===== src/rtl/bus_arbiter_if.sv =====
// Bus arbitration interface: request side from the agents, grant side from
// the arbiter.
//
// Handshake: an agent raises bus_req (level) with bus_req_type/bus_req_clc
// valid and keeps it high until it sees its bit in bus_grant. The grant lasts
// while bus_active is high. The agent may drop bus_req during its tenure to
// release the bus early; the arbiter honours the drop on the next edge.
// Dropping bus_req before a grant simply withdraws the request.
interface bus_arbiter_if #(
   parameter int NUM_REQ   = 4,
   parameter int CLC_WIDTH = 6,
   parameter int ID_WIDTH  = 2
);
   logic [NUM_REQ-1:0]           bus_req;
   logic [NUM_REQ-1:0]           bus_req_type;
   logic [NUM_REQ*CLC_WIDTH-1:0] bus_req_clc;
   logic [NUM_REQ-1:0]           bus_grant;
   logic                         bus_active;
   logic [ID_WIDTH-1:0]          grant_id;
   logic [CLC_WIDTH-1:0]         tenure_left;

   // Agent side: drives requests, observes grants.
   modport master (
      output bus_req, bus_req_type, bus_req_clc,
      input  bus_grant, bus_active, grant_id, tenure_left
   );

   // Arbiter side: observes requests, drives grants.
   modport slave (
      input  bus_req, bus_req_type, bus_req_clc,
      output bus_grant, bus_active, grant_id, tenure_left
   );
endinterface


===== src/rtl/bus_arbiter.sv =====
// Central arbiter for the shared system bus. Picks one owner at a time with
// type-1 priority, round-robin fairness and a starvation guard for type-0
// requests, and inserts one turnaround cycle between tenures.
module bus_arbiter #(
   parameter int NUM_REQ      = 4,
   parameter int CLC_WIDTH    = 6,
   parameter int STARVE_LIMIT = 4,
   parameter int ID_WIDTH     = 2
) (
   input  logic         plusclk,
   input  logic         rst,
   bus_arbiter_if.slave bus,
   output logic [1:0]   state_dbg
);

   typedef enum logic [1:0] {
      ST_IDLE = 2'd0,
      ST_OWN  = 2'd1,
      ST_TURN = 2'd2
   } state_t;

   localparam int                  SW       = $clog2(STARVE_LIMIT + 1);
   localparam int                  IW1      = ID_WIDTH + 1;
   localparam logic [SW-1:0]       STARVE_MAX = SW'(STARVE_LIMIT);
   localparam logic [IW1-1:0]      NUM_W    = IW1'(NUM_REQ);
   localparam logic [ID_WIDTH-1:0] LAST_ID  = ID_WIDTH'(NUM_REQ - 1);

   state_t              state;
   logic [ID_WIDTH-1:0] rr_ptr;
   logic [SW-1:0]       starve_cnt;

   logic [NUM_REQ-1:0]   type1_v;
   logic [NUM_REQ-1:0]   type0_v;
   logic [NUM_REQ-1:0]   cand;
   logic [2*NUM_REQ-1:0] cand_sh;
   logic [NUM_REQ-1:0]   rot;
   logic                 pend0;
   logic                 have_win;
   logic [ID_WIDTH-1:0]  rot_idx;
   logic [IW1-1:0]       win_sum;
   logic [ID_WIDTH-1:0]  win_id;
   logic [NUM_REQ-1:0]   win_oh;
   logic                 win_is_t1;
   logic [CLC_WIDTH-1:0] clc_arr [NUM_REQ];
   logic [CLC_WIDTH-1:0] win_clc;
   logic                 tenure_end;

   assign state_dbg = state;

   // Per-requester tenure length fields unpacked for indexing by winner id.
   always_comb begin
      for (int k = 0; k < NUM_REQ; k++) begin
         clc_arr[k] = bus.bus_req_clc[k*CLC_WIDTH +: CLC_WIDTH];
      end
   end

   // Candidate set and round-robin winner search starting at rr_ptr.
   always_comb begin
      type1_v = bus.bus_req & bus.bus_req_type;
      type0_v = bus.bus_req & ~bus.bus_req_type;
      pend0   = |type0_v;
      if ((starve_cnt == STARVE_MAX) && pend0) begin
         cand = type0_v;
      end else if (|type1_v) begin
         cand = type1_v;
      end else begin
         cand = bus.bus_req;
      end
      // Rotate so rr_ptr lands at bit 0; lowest set bit is then the winner.
      cand_sh  = {cand, cand} >> rr_ptr;
      rot      = cand_sh[NUM_REQ-1:0];
      have_win = |rot;
      rot_idx  = '0;
      for (int k = NUM_REQ - 1; k >= 0; k--) begin
         if (rot[k]) begin
            rot_idx = k[ID_WIDTH-1:0];
         end
      end
      win_sum = {1'b0, rr_ptr} + {1'b0, rot_idx};
      if (win_sum >= NUM_W) begin
         win_sum = win_sum - NUM_W;
      end
      win_id    = win_sum[ID_WIDTH-1:0];
      win_oh    = NUM_REQ'(1) << win_id;
      win_is_t1 = |(type1_v & win_oh);
      win_clc   = (clc_arr[win_id] == '0) ? CLC_WIDTH'(1) : clc_arr[win_id];
   end

   // Tenure finishes on its last counted cycle or when the owner lets go.
   assign tenure_end = (bus.tenure_left == CLC_WIDTH'(1)) ||
                       !(|(bus.bus_req & bus.bus_grant));

   // Arbitration FSM with registered grant outputs.
   always_ff @(posedge plusclk or negedge rst) begin
      if (!rst) begin
         state           <= ST_IDLE;
         rr_ptr          <= '0;
         starve_cnt      <= '0;
         bus.bus_grant   <= '0;
         bus.bus_active  <= 1'b0;
         bus.grant_id    <= '0;
         bus.tenure_left <= '0;
      end else begin
         case (state)
            ST_IDLE, ST_TURN: begin
               if (have_win) begin
                  state           <= ST_OWN;
                  bus.bus_grant   <= win_oh;
                  bus.bus_active  <= 1'b1;
                  bus.grant_id    <= win_id;
                  bus.tenure_left <= win_clc;
                  rr_ptr          <= (win_id == LAST_ID) ? '0 : win_id + 1'b1;
                  if (win_is_t1 && pend0) begin
                     if (starve_cnt != STARVE_MAX) begin
                        starve_cnt <= starve_cnt + 1'b1;
                     end
                  end else begin
                     starve_cnt <= '0;
                  end
               end else begin
                  state <= ST_IDLE;
               end
            end
            ST_OWN: begin
               if (tenure_end) begin
                  state           <= ST_TURN;
                  bus.bus_grant   <= '0;
                  bus.bus_active  <= 1'b0;
                  bus.tenure_left <= '0;
               end else begin
                  bus.tenure_left <= bus.tenure_left - 1'b1;
               end
            end
            default: begin
               state <= ST_IDLE;
            end
         endcase
      end
   end

endmodule


===== src/flat_wrapper.sv =====
// flat-port wrapper written by rule: the top's interface ports become plain ports
module bus_arbiter_flat 
#(
   parameter int NUM_REQ      = 4,
   parameter int CLC_WIDTH    = 6,
   parameter int STARVE_LIMIT = 4,
   parameter int ID_WIDTH     = 2
)
  (plusclk, rst, state_dbg, bus_bus_req, bus_bus_req_type, bus_bus_req_clc, bus_bus_grant, bus_bus_active, bus_grant_id, bus_tenure_left);
  bus_arbiter_if #(.NUM_REQ(NUM_REQ), .CLC_WIDTH(CLC_WIDTH), .ID_WIDTH(ID_WIDTH)) bus_i ();
  input  logic plusclk;
  input  logic rst;
  output logic [1:0] state_dbg;
  input wire logic [$bits(bus_i.bus_req)-1:0] bus_bus_req;
  input wire logic [$bits(bus_i.bus_req_type)-1:0] bus_bus_req_type;
  input wire logic [$bits(bus_i.bus_req_clc)-1:0] bus_bus_req_clc;
  output wire logic [$bits(bus_i.bus_grant)-1:0] bus_bus_grant;
  output wire logic [$bits(bus_i.bus_active)-1:0] bus_bus_active;
  output wire logic [$bits(bus_i.grant_id)-1:0] bus_grant_id;
  output wire logic [$bits(bus_i.tenure_left)-1:0] bus_tenure_left;
  assign bus_i.bus_req = bus_bus_req;
  assign bus_i.bus_req_type = bus_bus_req_type;
  assign bus_i.bus_req_clc = bus_bus_req_clc;
  assign bus_bus_grant = bus_i.bus_grant;
  assign bus_bus_active = bus_i.bus_active;
  assign bus_grant_id = bus_i.grant_id;
  assign bus_tenure_left = bus_i.tenure_left;
  bus_arbiter #(.NUM_REQ(NUM_REQ), .CLC_WIDTH(CLC_WIDTH), .STARVE_LIMIT(STARVE_LIMIT), .ID_WIDTH(ID_WIDTH)) u_core (.plusclk(plusclk), .rst(rst), .bus(bus_i), .state_dbg(state_dbg));
endmodule

===== config.mk =====
export PLATFORM = sky130hd
export DESIGN_NAME = bus_arbiter_flat
export DESIGN_NICKNAME = d
export VERILOG_FILES = /design/src/rtl/bus_arbiter_if.sv /design/src/rtl/bus_arbiter.sv /design/src/flat_wrapper.sv
export SDC_FILE = /design/constraint.sdc
export NUM_CORES = 1
export LEC_CHECK = 0
export CORE_MARGIN = 3
export CORE_UTILIZATION = 53
export CTS_BUF_LIST = sky130_fd_sc_hd__clkbuf_4 sky130_fd_sc_hd__clkbuf_8
export DETAILED_ROUTE_END_ITERATION = 8
export GPL_TIMING_DRIVEN = 0
export MAX_ROUTING_LAYER = met4
export PLACE_DENSITY = 0.89
export SYNTH_ARGS = -nofsm -noshare
export SYNTH_HDL_FRONTEND = slang
export SYNTH_SLANG_ARGS = --single-unit

===== constraint.sdc =====
create_clock -name plusclk -period 9.6 [get_ports plusclk]
set_input_delay 1.92 -clock plusclk [delete_from_list [all_inputs] [get_ports plusclk]]
set_output_delay 1.92 -clock plusclk [all_outputs]
set_load 0.01 [all_outputs]

==> run summary, run 1 <==
vias in the first global route: 1863
Syn. warnings: 0
via count: 1763
post-CTS sizing: 0
worst slack at placement: 3.26 ns
worst path required time: 9.87 ns
hold path depth: 2
worst-path cell chain: clkdlybuf4s50_1, nor2b_1, nor4_4, o21ai_0, o211ai_1, a211o_1, o21ai_0, a21oi_1, o21ai_0, ha_1, nor2b_1, a32o_2, a211oi_4, buf_6, mux4_1, nor4_1, a21o_1
Reg clk slew, reported paths: 0.13 ns
Nets: 273
Layout Skew: 0.00951 ns
min-delay worst type: reg -> reg
synthesized area: 1680 um^2
post-synthesis cell count: 181
RSZ-0062 raised after global routing: false
area delta synth->final: 34.2%
DIE AREA: 3890 um^2
Max VDD drop: 0.000192 V
Cell variety after synth: 56
htree depth: 1
start of the worst register-to-register path: u_core.starve_cnt[0]
total routed wirelength: 5030 um
Hold Vio Cnt, Final: 0
dominant cells by area after synthesis: dfrtp_1, mux4_1, nand2_1, ha_1, o21ai_0
post-route cell area: 2260 um^2
die height: 62.4 um
CP bufs+invs: 2
Leak: 0.943 nW
delay-heaviest family, CP: compound AO/OA/AOI/OAI gates
CP max stage cell: clkdlybuf4s50_1
area share of the largest cell type after synthesis: 29.7%
# IOs: 49
TritonCTS clock tree: yes
Max Slew Vio Count: 0
layout cells sized above 1: 9.91%
EDFF count, synth: 0
FP Rows: 19
antenna violations before repair: 0
outcome: complete, no violations
fillcell total: 201
setup_tns: 0 ns
1st-pass router iterations: 5
GR Overflow Total: 0
FF-to-FF path depth: 18
fmax: 165 MHz
register bit total from synthesis: 20
CP peak stage delay: 0.56 ns
final std cells w/o fill: 274
Slew headroom: 39.1%
CTS Hold Bufs: 0
R2R Path End: u_core.bus.tenure_left[0]
Routability Congestion: 0.994
overall power: 0.671 mW
CTS Root Cell: clkbuf_4
Placement Cell Area: 2210 um^2
Pwr per Cell Area: 297 nW/um^2
number of nets with antenna violations after detailed routing: 0
startpoint types: input port
CTS Buffer Depth: 2
remaining routing DRC violations: 0
largest net degree at the start of global routing: 21
first-pass GRT wire length: 8670 um
die width: 62.4 um
max_cap viols: 0
Post-Syn Nets: 221
Setup crit end kind: flip-flop
min-delay src: u_core.bus.bus_active
Wirelength per Cell: 18.4 um
Final min period: 6.05 ns
WS Path Type: in -> reg
Post-CTS Repair Setup Buffers: 0
core area: 2900 um^2
total track usage: 27.9%
Worst path most repeated cell: o21ai_0
Hold EP: u_core.bus.bus_active
Worst Path Arrival: 6.32 ns
CTS Sinks: 20
WHS: 0.499 ns
# diodes: 0
period utilization: 63.0%
Post-Route Utilization: 77.9%
Starting Density: 58.1%
dpl hpwl: 3890 um
flop-to-flop setup slack: 5.51 ns
Synth area leader: dfrtp_1
placed cells: 270
Worst-Skew Late Latency: 0.32 ns
Final Setup Violations: 0
Vias/cell: 6.43
count of input and output buffers: 47
critical path peak fanout: 10
asr flop ratio synth: 100%
DRT iter0 DRCs: 218
Main synth FF type: dfrtp_1
sequential area share after synthesis: 29.7%
Setup WS post-layout: 3.55 ns
TritonCTS Buffers: 3
Mean Syn Cell Area: 9.30 um^2
Worst Max-Slew Pin Slew: 0.910 ns
tightest hold or removal path, cell delays in order, from the launching register on:
cell,delay (ns)
dfrtp_1,0.37
nand2_1,0.05
nand2_1,0.06
synth_stat cells, types with 3 or more instances:
| cell | n |
|---|---|
| nand2_1 | 29 |
| dfrtp_1 | 20 |
| o21ai_0 | 13 |
| nor2_1 | 11 |
| a21oi_1 | 10 |
| ha_1 | 6 |
| inv_1 | 6 |
| a22oi_1 | 5 |
| mux4_1 | 5 |
| nor2b_1 | 5 |
| a21o_1 | 4 |
| nand3_1 | 4 |
| nor3_1 | 4 |
| a22o_1 | 3 |
| mux2i_1 | 3 |
sequential cells by signal, indices dropped and copies added (netlist names):
| register | cells |
|---|---|
| u_core.bus.tenure_left | 6 |
| u_core.bus.bus_active | 1 |
| u_core.starve_cnt | 3 |
| u_core.bus.grant_id | 2 |
| u_core.bus.bus_grant | 4 |
| u_core.rr_ptr | 2 |
| u_core.state_dbg | 2 |
where the power goes:
group | internal, mW | switching (mW)
clock network | 0.0423 | 0.0291
logic | 0.209 | 0.230
registers | 0.122 | 0.0383
layout by cell type (no fill, tap or decap), types with 6 or more instances in the layout:
cell type / n
nor2_1: 11
a21oi_1: 10
dfrtp_1: 20
clkdlybuf4s50_1: 47
ha_1: 6
o21ai_0: 13
inv_1: 6
nand2_1: 29
cell families (layout without fill, tap and decap cells):
| kind of cell | count (synthesis) | in the layout | share of synthesized area (%) |
|---|---|---|---|
| compound gates | 67 | 67 | 30.8 |
| simple gates | 67 | 67 | 20.6 |
| flops | 20 | 20 | 29.7 |
| buf+inv | 12 | 63 | 3.94 |
| mux | 9 | 9 | 10.5 |
| fa+ha+maj | 6 | 6 | 4.46 |
layer usage:
metal	wire [um]	vias up	share of wire, %	global-route usage (%)
met5	0	-	0	-
met4	87	0	1.7	8.26
met3	399	13	7.9	3.06
met2	2600	103	52	51.1
met1	1950	841	39	32.0
li1	-	806	-	-
final cells by class:
| type | count | area, um^2 | area share (%) |
|---|---|---|---|
| multi-input combinational | 149 | 1120 | 49.4 |
| clock buffer | 3 | 22.5 | 0.997 |
| inverter | 6 | 22.5 | 0.997 |
| tap | 42 | 52.6 | 2.33 |
| clock inverter | 1 | 30.0 | 1.33 |
| buffer | 6 | 43.8 | 1.94 |
| timing repair buffer | 47 | 470 | 20.8 |
| sequential | 20 | 500 | 22.1 |
worst max path at each step:
stage	startpoint	endpoint	slack, ns	depth (start not counted)
CTS	bus_bus_req[0]	u_core.starve_cnt[1]	3.59	19
global placement	bus_bus_req[0]	u_core.starve_cnt[1]	3.48	19
finish	bus_bus_req[0]	u_core.bus.tenure_left[0]	3.55	17
floorplan	bus_bus_req[3]	u_core.bus.tenure_left[2]	4.38	15
detailed placement	bus_bus_req[0]	u_core.starve_cnt[1]	3.26	19
global route	bus_bus_req[0]	u_core.starve_cnt[1]	3.21	18
(Power assumes the default switching activity.)
==> inputs of run 2 (changes only) <==
CORE_UTILIZATION = 49   (was 53)
PLACE_DENSITY = 0.83   (was 0.89)
clock period = 5.7 ns   (was 9.6 ns; I/O delays follow)
==> run 2 against run 1 <==
Combinational power up 66%. Clock skew down 0.0074 ns. Clock-buffer cell count unchanged. Cell count up 0.73%.
==> run summary, run 2 (synthesis results as in run 1) <==
DRT iter0 DRCs: 176 (-19%)
total track usage: 25.0% (-2.8 points)
worst path required time: 5.95 ns (-3.92 ns)
area of the multi-input gates: 1120 um^2 (unchanged)
setup_tns: 0 ns (unchanged)
Worst path most repeated cell: o21ai_0
TritonCTS Buffers: 3 (unchanged)
TritonCTS clock tree: yes
CTS Buffer Depth: 2 (unchanged)
area delta synth->final: 34.3%
remaining routing DRC violations: 0 (unchanged)
dpl hpwl: 3710 um (-4.5%)
Pwr per Cell Area: 494 nW/um^2 (+66%)
critical path peak fanout: 10 (unchanged)
Final Setup Violations: 0 (unchanged)
FF-to-FF path depth: 20 (+2)
Routability Congestion: 0.913 (-8.2%)
CTS Hold Bufs: 0 (unchanged)
CTS Root Cell: clkbuf_4
Max Slew Vio Count: 0 (unchanged)
M1 WL: 1970 um (+1.0%)
Wirelength per Cell: 17.5 um (-4.9%)
post-CTS sizing: 0 (unchanged)
Post-CTS Repair Setup Buffers: 0 (unchanged)
number of nets with antenna violations after detailed routing: 0 (unchanged)
fmax: 193 MHz
GR Overflow Total: 0 (unchanged)
metal2 WL: 2410 um (-7.3%)
register area: 500 um^2 (unchanged)
worst-path cell chain: clkdlybuf4s50_1, nor2b_1, nor4_4, o21ai_0, o211ai_1, a211o_1, o21ai_0, a21oi_1, o21ai_0, ha_1, nor2b_1, a32o_2, a211oi_4, buf_6, ha_1, nand3_1, o211ai_2, nand4_1, o22ai_1
commonest non-fill, non-tap cell in the layout: clkdlybuf4s50_1
WHS: 0.498 ns (-0.000953 ns)
# diodes: 0 (unchanged)
Layout Skew: 0.00213 ns (-0.00738 ns)
1st-pass router iterations: 4 (-1)
max_cap viols: 0 (unchanged)
WS Path Type: in -> reg
die width: 64.6 um (+3.6%)
layout cells sized above 1: 9.91% (unchanged)
vias in the first global route: 1721 (-7.6%)
Final min period: 5.17 ns
count of input and output buffers: 47 (unchanged)
biggest regs: u_core.bus.tenure_left: 6 flops, u_core.bus.bus_grant: 4 flops, u_core.starve_cnt: 3 flops
Vias/cell: 6.25 (-2.9%)
DIE AREA: 4180 um^2 (+7.4%)
top layer in use: met4
Reg clk slew, reported paths: 0.12 ns (about the same)
RSZ-0062 raised after global routing: false
largest net degree at the start of global routing: 21 (unchanged)
hold path depth: 2 (unchanged)
Starting Density: 53.4% (-4.7 points)
htree depth: 1 (unchanged)
Worst Max-Slew Pin Slew: 0.913 ns (+0.00238 ns)
core area: 3150 um^2 (+8.7%)
Max VDD drop: 0.000334 V (+74%)
max reg flops: 6 (unchanged)
FP Rows: 20 (+1)
CTS Sinks: 20 (unchanged)
Nets: 273 (unchanged)
Hold Vio Cnt, Final: 0 (unchanged)
Worst-Skew Late Latency: 0.32 ns (about the same)
outcome: complete, no violations
fillcell total: 274 (+36%)
antenna violations before repair: 0 (unchanged)
Worst Path Arrival: 5.42 ns (-0.90 ns)
first-pass GRT wire length: 7980 um (-7.9%)
Setup crit end kind: flip-flop
via count: 1724 (-2.2%)
Slew headroom: 39.0% (-0.16 points)
overall power: 1.12 mW (+66%)
period utilization: 90.7%
Leak: 0.943 nW (unchanged)
startpoint types: input port
die height: 64.6 um (+3.6%)
CP peak stage delay: 0.56 ns (about the same)
CP max stage cell: clkdlybuf4s50_1
total routed wirelength: 4820 um (-4.2%)
# IOs: 49 (unchanged)
min-delay worst type: reg -> reg
largest register by flop count: u_core.bus.tenure_left
most frequent cells in the layout: clkdlybuf4s50_1, nand2_1, dfrtp_1, o21ai_0, nor2_1
met3 wire len: 301 um (-25%)
[run 2: cell type report]
class	count	share of cell area (%)
sequential	20	22.1
buffer	6	1.94
multi-input combinational	149	49.4
clock inverter	1	1.33
inverter	6	0.996
clock buffer	3	0.996
tap	44	2.43
timing repair buffer	47	20.8
[run 2: worst max-delay path, delay by kind of cell]
family                     cells  cell delay [ns]
AOI/OAI and AO/OA             10             1.90
and+or+nand+nor                5             1.15
buffers and inverters          2             0.77
adders and majority gates      2             0.46
[run 2: routing by layer]
layer / global-route usage (%) / vias to the layer above
met5: - / -
li1: - / 807
met4: 11.1 / 0
met2: 42.1 / 95
met1: 29.9 / 811
met3: 3.47 / 11
[run 2: metrics by stage]
step	util (%)	std cells	instance area, um^2	worst slack (ns)
5_1_grt	71.7	276	2260	0.259
3_5_place_dp	70.1	272	2210	0.245
2_1_floorplan	-	181	1680	1.26
4_1_cts	71.7	276	2260	0.590
3_3_place_gp	70.1	272	2210	0.332
6_report	71.7	276	2260	0.531
[run 2: path summary, 6_finish.rpt]
| check | slack (ns) | startpoint | endpoint |
|---|---|---|---|
| setup / recovery | 0.53 | bus_bus_req[0] | u_core.starve_cnt[1] |
| hold / removal | 0.50 | u_core.bus.grant_id[1] | u_core.bus.grant_id[1] |
| setup reg to reg | 1.68 | u_core.starve_cnt[0] | u_core.starve_cnt[1] |
| hold reg to reg | 0.50 | u_core.bus.grant_id[1] | u_core.bus.grant_id[1] |
| max in group asynchronous | 3.83 | rst | u_core.bus.tenure_left[2] |
| min in group asynchronous | 1.32 | rst | u_core.bus.grant_id[1] |
[run 2: report_power, final]
group	total [mW]	switching [mW]	leakage, nW	internal, mW
combinational	0.727	0.378	0.662	0.350
sequential	0.269	0.0631	0.253	0.206
clock	0.120	0.0492	0.0279	0.0712
==> inputs of run 3 (changes only) <==
CORE_UTILIZATION = 60   (was 49)
DONT_BUFFER_PORTS = 1   (was not set)
PLACE_DENSITY = 0.77   (was 0.83)
==> run 3 against run 2 <==
Clock power decreased by 30%. Critical endpoint is now u_core.bus.tenure_left[0]. Cell count fell by 22%. Register-to-register slack improved by 0.03 ns. Largest cell class unchanged. Sequential power grew 9.7%. Clock skew rose by 0.0064 ns. Die area shrank 17%. Sequential cell count unchanged. Utilization down 3.3 points. Combinational power fell by 21%. Largest power group unchanged. Wire length fell by 14%.
==> run summary, run 3 (synthesis results as in run 1) <==
CP max stage cell: nor4_4
Hold Vio Cnt, Final: 0 (unchanged)
Clock power frac: 8.8% (-2.0 points)
TritonCTS Buffers: 3 (unchanged)
remaining routing DRC violations: 0 (unchanged)
Nets: 226 (-17%)
GR Overflow Total: 0 (unchanged)
total routed wirelength: 4130 um (-14%)
1st-pass router iterations: 5 (+1)
FP Rows: 18 (-10%)
CTS Buffer Depth: 2 (unchanged)
worst path required time: 5.95 ns (about the same)
Worst Path Arrival: 4.86 ns (-0.56 ns)
Max Slew Vio Count: 0 (unchanged)
Setup WS post-layout: 1.09 ns (+0.556 ns)
delay-heaviest family, CP: compound AO/OA/AOI/OAI gates
TritonCTS clock tree: yes
CTS Sinks: 20 (unchanged)
FF-to-FF path depth: 18 (-10%)
Switch Pwr: 0.450 mW (-8.1%)
CTS Root Cell: clkbuf_4
WS Path Type: in -> reg
start of the worst register-to-register path: u_core.starve_cnt[0]
DIE AREA: 3480 um^2 (-17%)
Wirelength per Cell: 19.2 um (+9.9%)
number of nets with antenna violations after detailed routing: 0 (unchanged)
die width: 59.0 um (-8.7%)
total track usage: 25.3% (+0.30 points)
Slew headroom: 62.4% (+23 points)
Reg clk slew, reported paths: 0.12 ns (about the same)
Starting Density: 65.6% (+12 points)
largest register by flop count: u_core.bus.tenure_left
fmax: 217 MHz (+12%)
max reg flops: 6 (unchanged)
period utilization: 80.9% (-9.8 points)
Final min period: 4.61 ns (-0.556 ns)
Layout Skew: 0.00856 ns (+0.00643 ns)
critical path peak fanout: 10 (unchanged)
max_cap viols: 0 (unchanged)
overall power: 0.952 mW (-15%)
worst slack at placement: 0.799 ns (+0.555 ns)
most frequent cells in the layout: nand2_1, dfrtp_1, o21ai_0, nor2_1, a21oi_1
Routability Congestion: 0.984 (+7.8%)
htree depth: 1 (unchanged)
area delta synth->final: 4.38%
RSZ-0062 raised after global routing: false
Max VDD drop: 0.000461 V (+38%)
CP peak stage delay: 0.41 ns (-0.15 ns)
via count: 1528 (-11%)
switching part of the total power: 47.3% (+3.4 points)
CTS Hold Bufs: 0 (unchanged)
flop-to-flop setup slack: 1.71 ns (+0.03 ns)
setup_tns: 0 ns (unchanged)
# IOs: 49 (unchanged)
WHS: 0.507 ns (+0.00934 ns)
first-pass GRT wire length: 6530 um (-18%)
layout cells sized above 1: 12.4% (+2.5 points)
commonest non-fill, non-tap cell in the layout: nand2_1
Worst path most repeated cell: o21ai_0
sequential share of power: 31.0% (+6.9 points)
CP bufs+invs: 2 (unchanged)
core area: 2570 um^2 (-19%)
outcome: complete, no violations
# diodes: 0 (unchanged)
Post-Route Utilization: 68.5% (-3.3 points)
Pwr per Cell Area: 542 nW/um^2 (+9.8%)
DRT iter0 DRCs: 122 (-31%)
Worst-Skew Late Latency: 0.31 ns (about the same)
min-delay worst type: in -> async
Vias/cell: 7.11 (+14%)
startpoint types: input port
antenna violations before repair: 0 (unchanged)
Comb power frac: 60.2% (-4.9 points)
vias in the first global route: 1452 (-16%)
die height: 59.0 um (-8.7%)
worst-path cell chain: buf_6, nor2b_4, nor4_4, o21ai_0, o211ai_1, a211o_1, o21ai_0, a21oi_1, o21ai_0, ha_1, nor2b_1, a32o_2, a211oi_4, buf_6, mux4_1, nor4_1, a21o_1
Setup crit end kind: flip-flop
Final Setup Violations: 0 (unchanged)
dpl hpwl: 3200 um (-14%)
R2R Path End: u_core.bus.tenure_left[0]
Post-CTS Repair Setup Buffers: 0 (unchanged)
Leak: 0.755 nW (-20%)
biggest regs: u_core.bus.tenure_left: 6 flops, u_core.bus.bus_grant: 4 flops, u_core.starve_cnt: 3 flops
largest net degree at the start of global routing: 21 (unchanged)
count of input and output buffers: 0 (-100%)
Worst Max-Slew Pin Slew: 0.564 ns (-0.349 ns)
post-CTS sizing: 0 (unchanged)
P_int: 0.502 mW (-20%)
run 3: changes by cell type in the layout (fill, tap and decap cells not counted), sizes merged:
cell,delta
clkdlybuf4s50,-47
bufinv,-1
clkbuf,+1
run 3: power groups by stage:
stage	clock, mW	combinational [mW]	sequential, mW
final	0.0838	0.573	0.295
after global routing	0.0911	0.638	0.305
after CTS	0.0845	0.568	0.295
after detailed placement	0	0.566	0.298
after global placement	0	0.542	0.294
after floorplan	0	0.466	0.276
run 3: layout make-up:
cell class / count / area (um^2)
multi-input cells: 149 / 1120
fillers: 202 / 810
flip-flops and latches: 20 / 500
plain buffers: 6 / 43.8
well taps: 30 / 37.5
clock buffers: 4 / 36.3
inverters: 6 / 22.5
run 3: worst reg2reg max path: cells and delay by family (launching register included):
family	cells	cell delay [ns]
buf+inv	2	0.28
fa+ha+maj	2	0.41
flops	1	0.42
compound gates	9	1.72
mux	1	0.31
simple gates	4	0.79
run 3: how the worst max path moves through the flow:
stage | from | to | slack [ns] | cells after the start
2_1_floorplan | bus_bus_req[3] | u_core.bus.tenure_left[2] | 1.26 | 15
5_1_grt | bus_bus_req[3] | u_core.bus.tenure_left[0] | 0.87 | 17
3_5_place_dp | bus_bus_req[3] | u_core.starve_cnt[1] | 0.80 | 19
3_3_place_gp | bus_bus_req[3] | u_core.bus.tenure_left[0] | 0.96 | 17
6_report | bus_bus_req[3] | u_core.bus.tenure_left[0] | 1.09 | 17
4_1_cts | bus_bus_req[3] | u_core.starve_cnt[1] | 1.12 | 19
run 3: metal layers:
layer | up-vias | wire, um | track usage, %
met2 | 63 | 2050 | 39.7
met4 | 0 | 12 | 5.50
met1 | 750 | 1770 | 32.9
met3 | 4 | 297 | 6.97
met5 | - | 0 | -
li1 | 711 | - | -
run 3: metrics by stage:
stage	area (um^2)	std cells
final	1760	215
after global routing	1760	215
after CTS	1760	215
after detailed placement	1720	211
after global placement	1720	211
after floorplan	1680	181
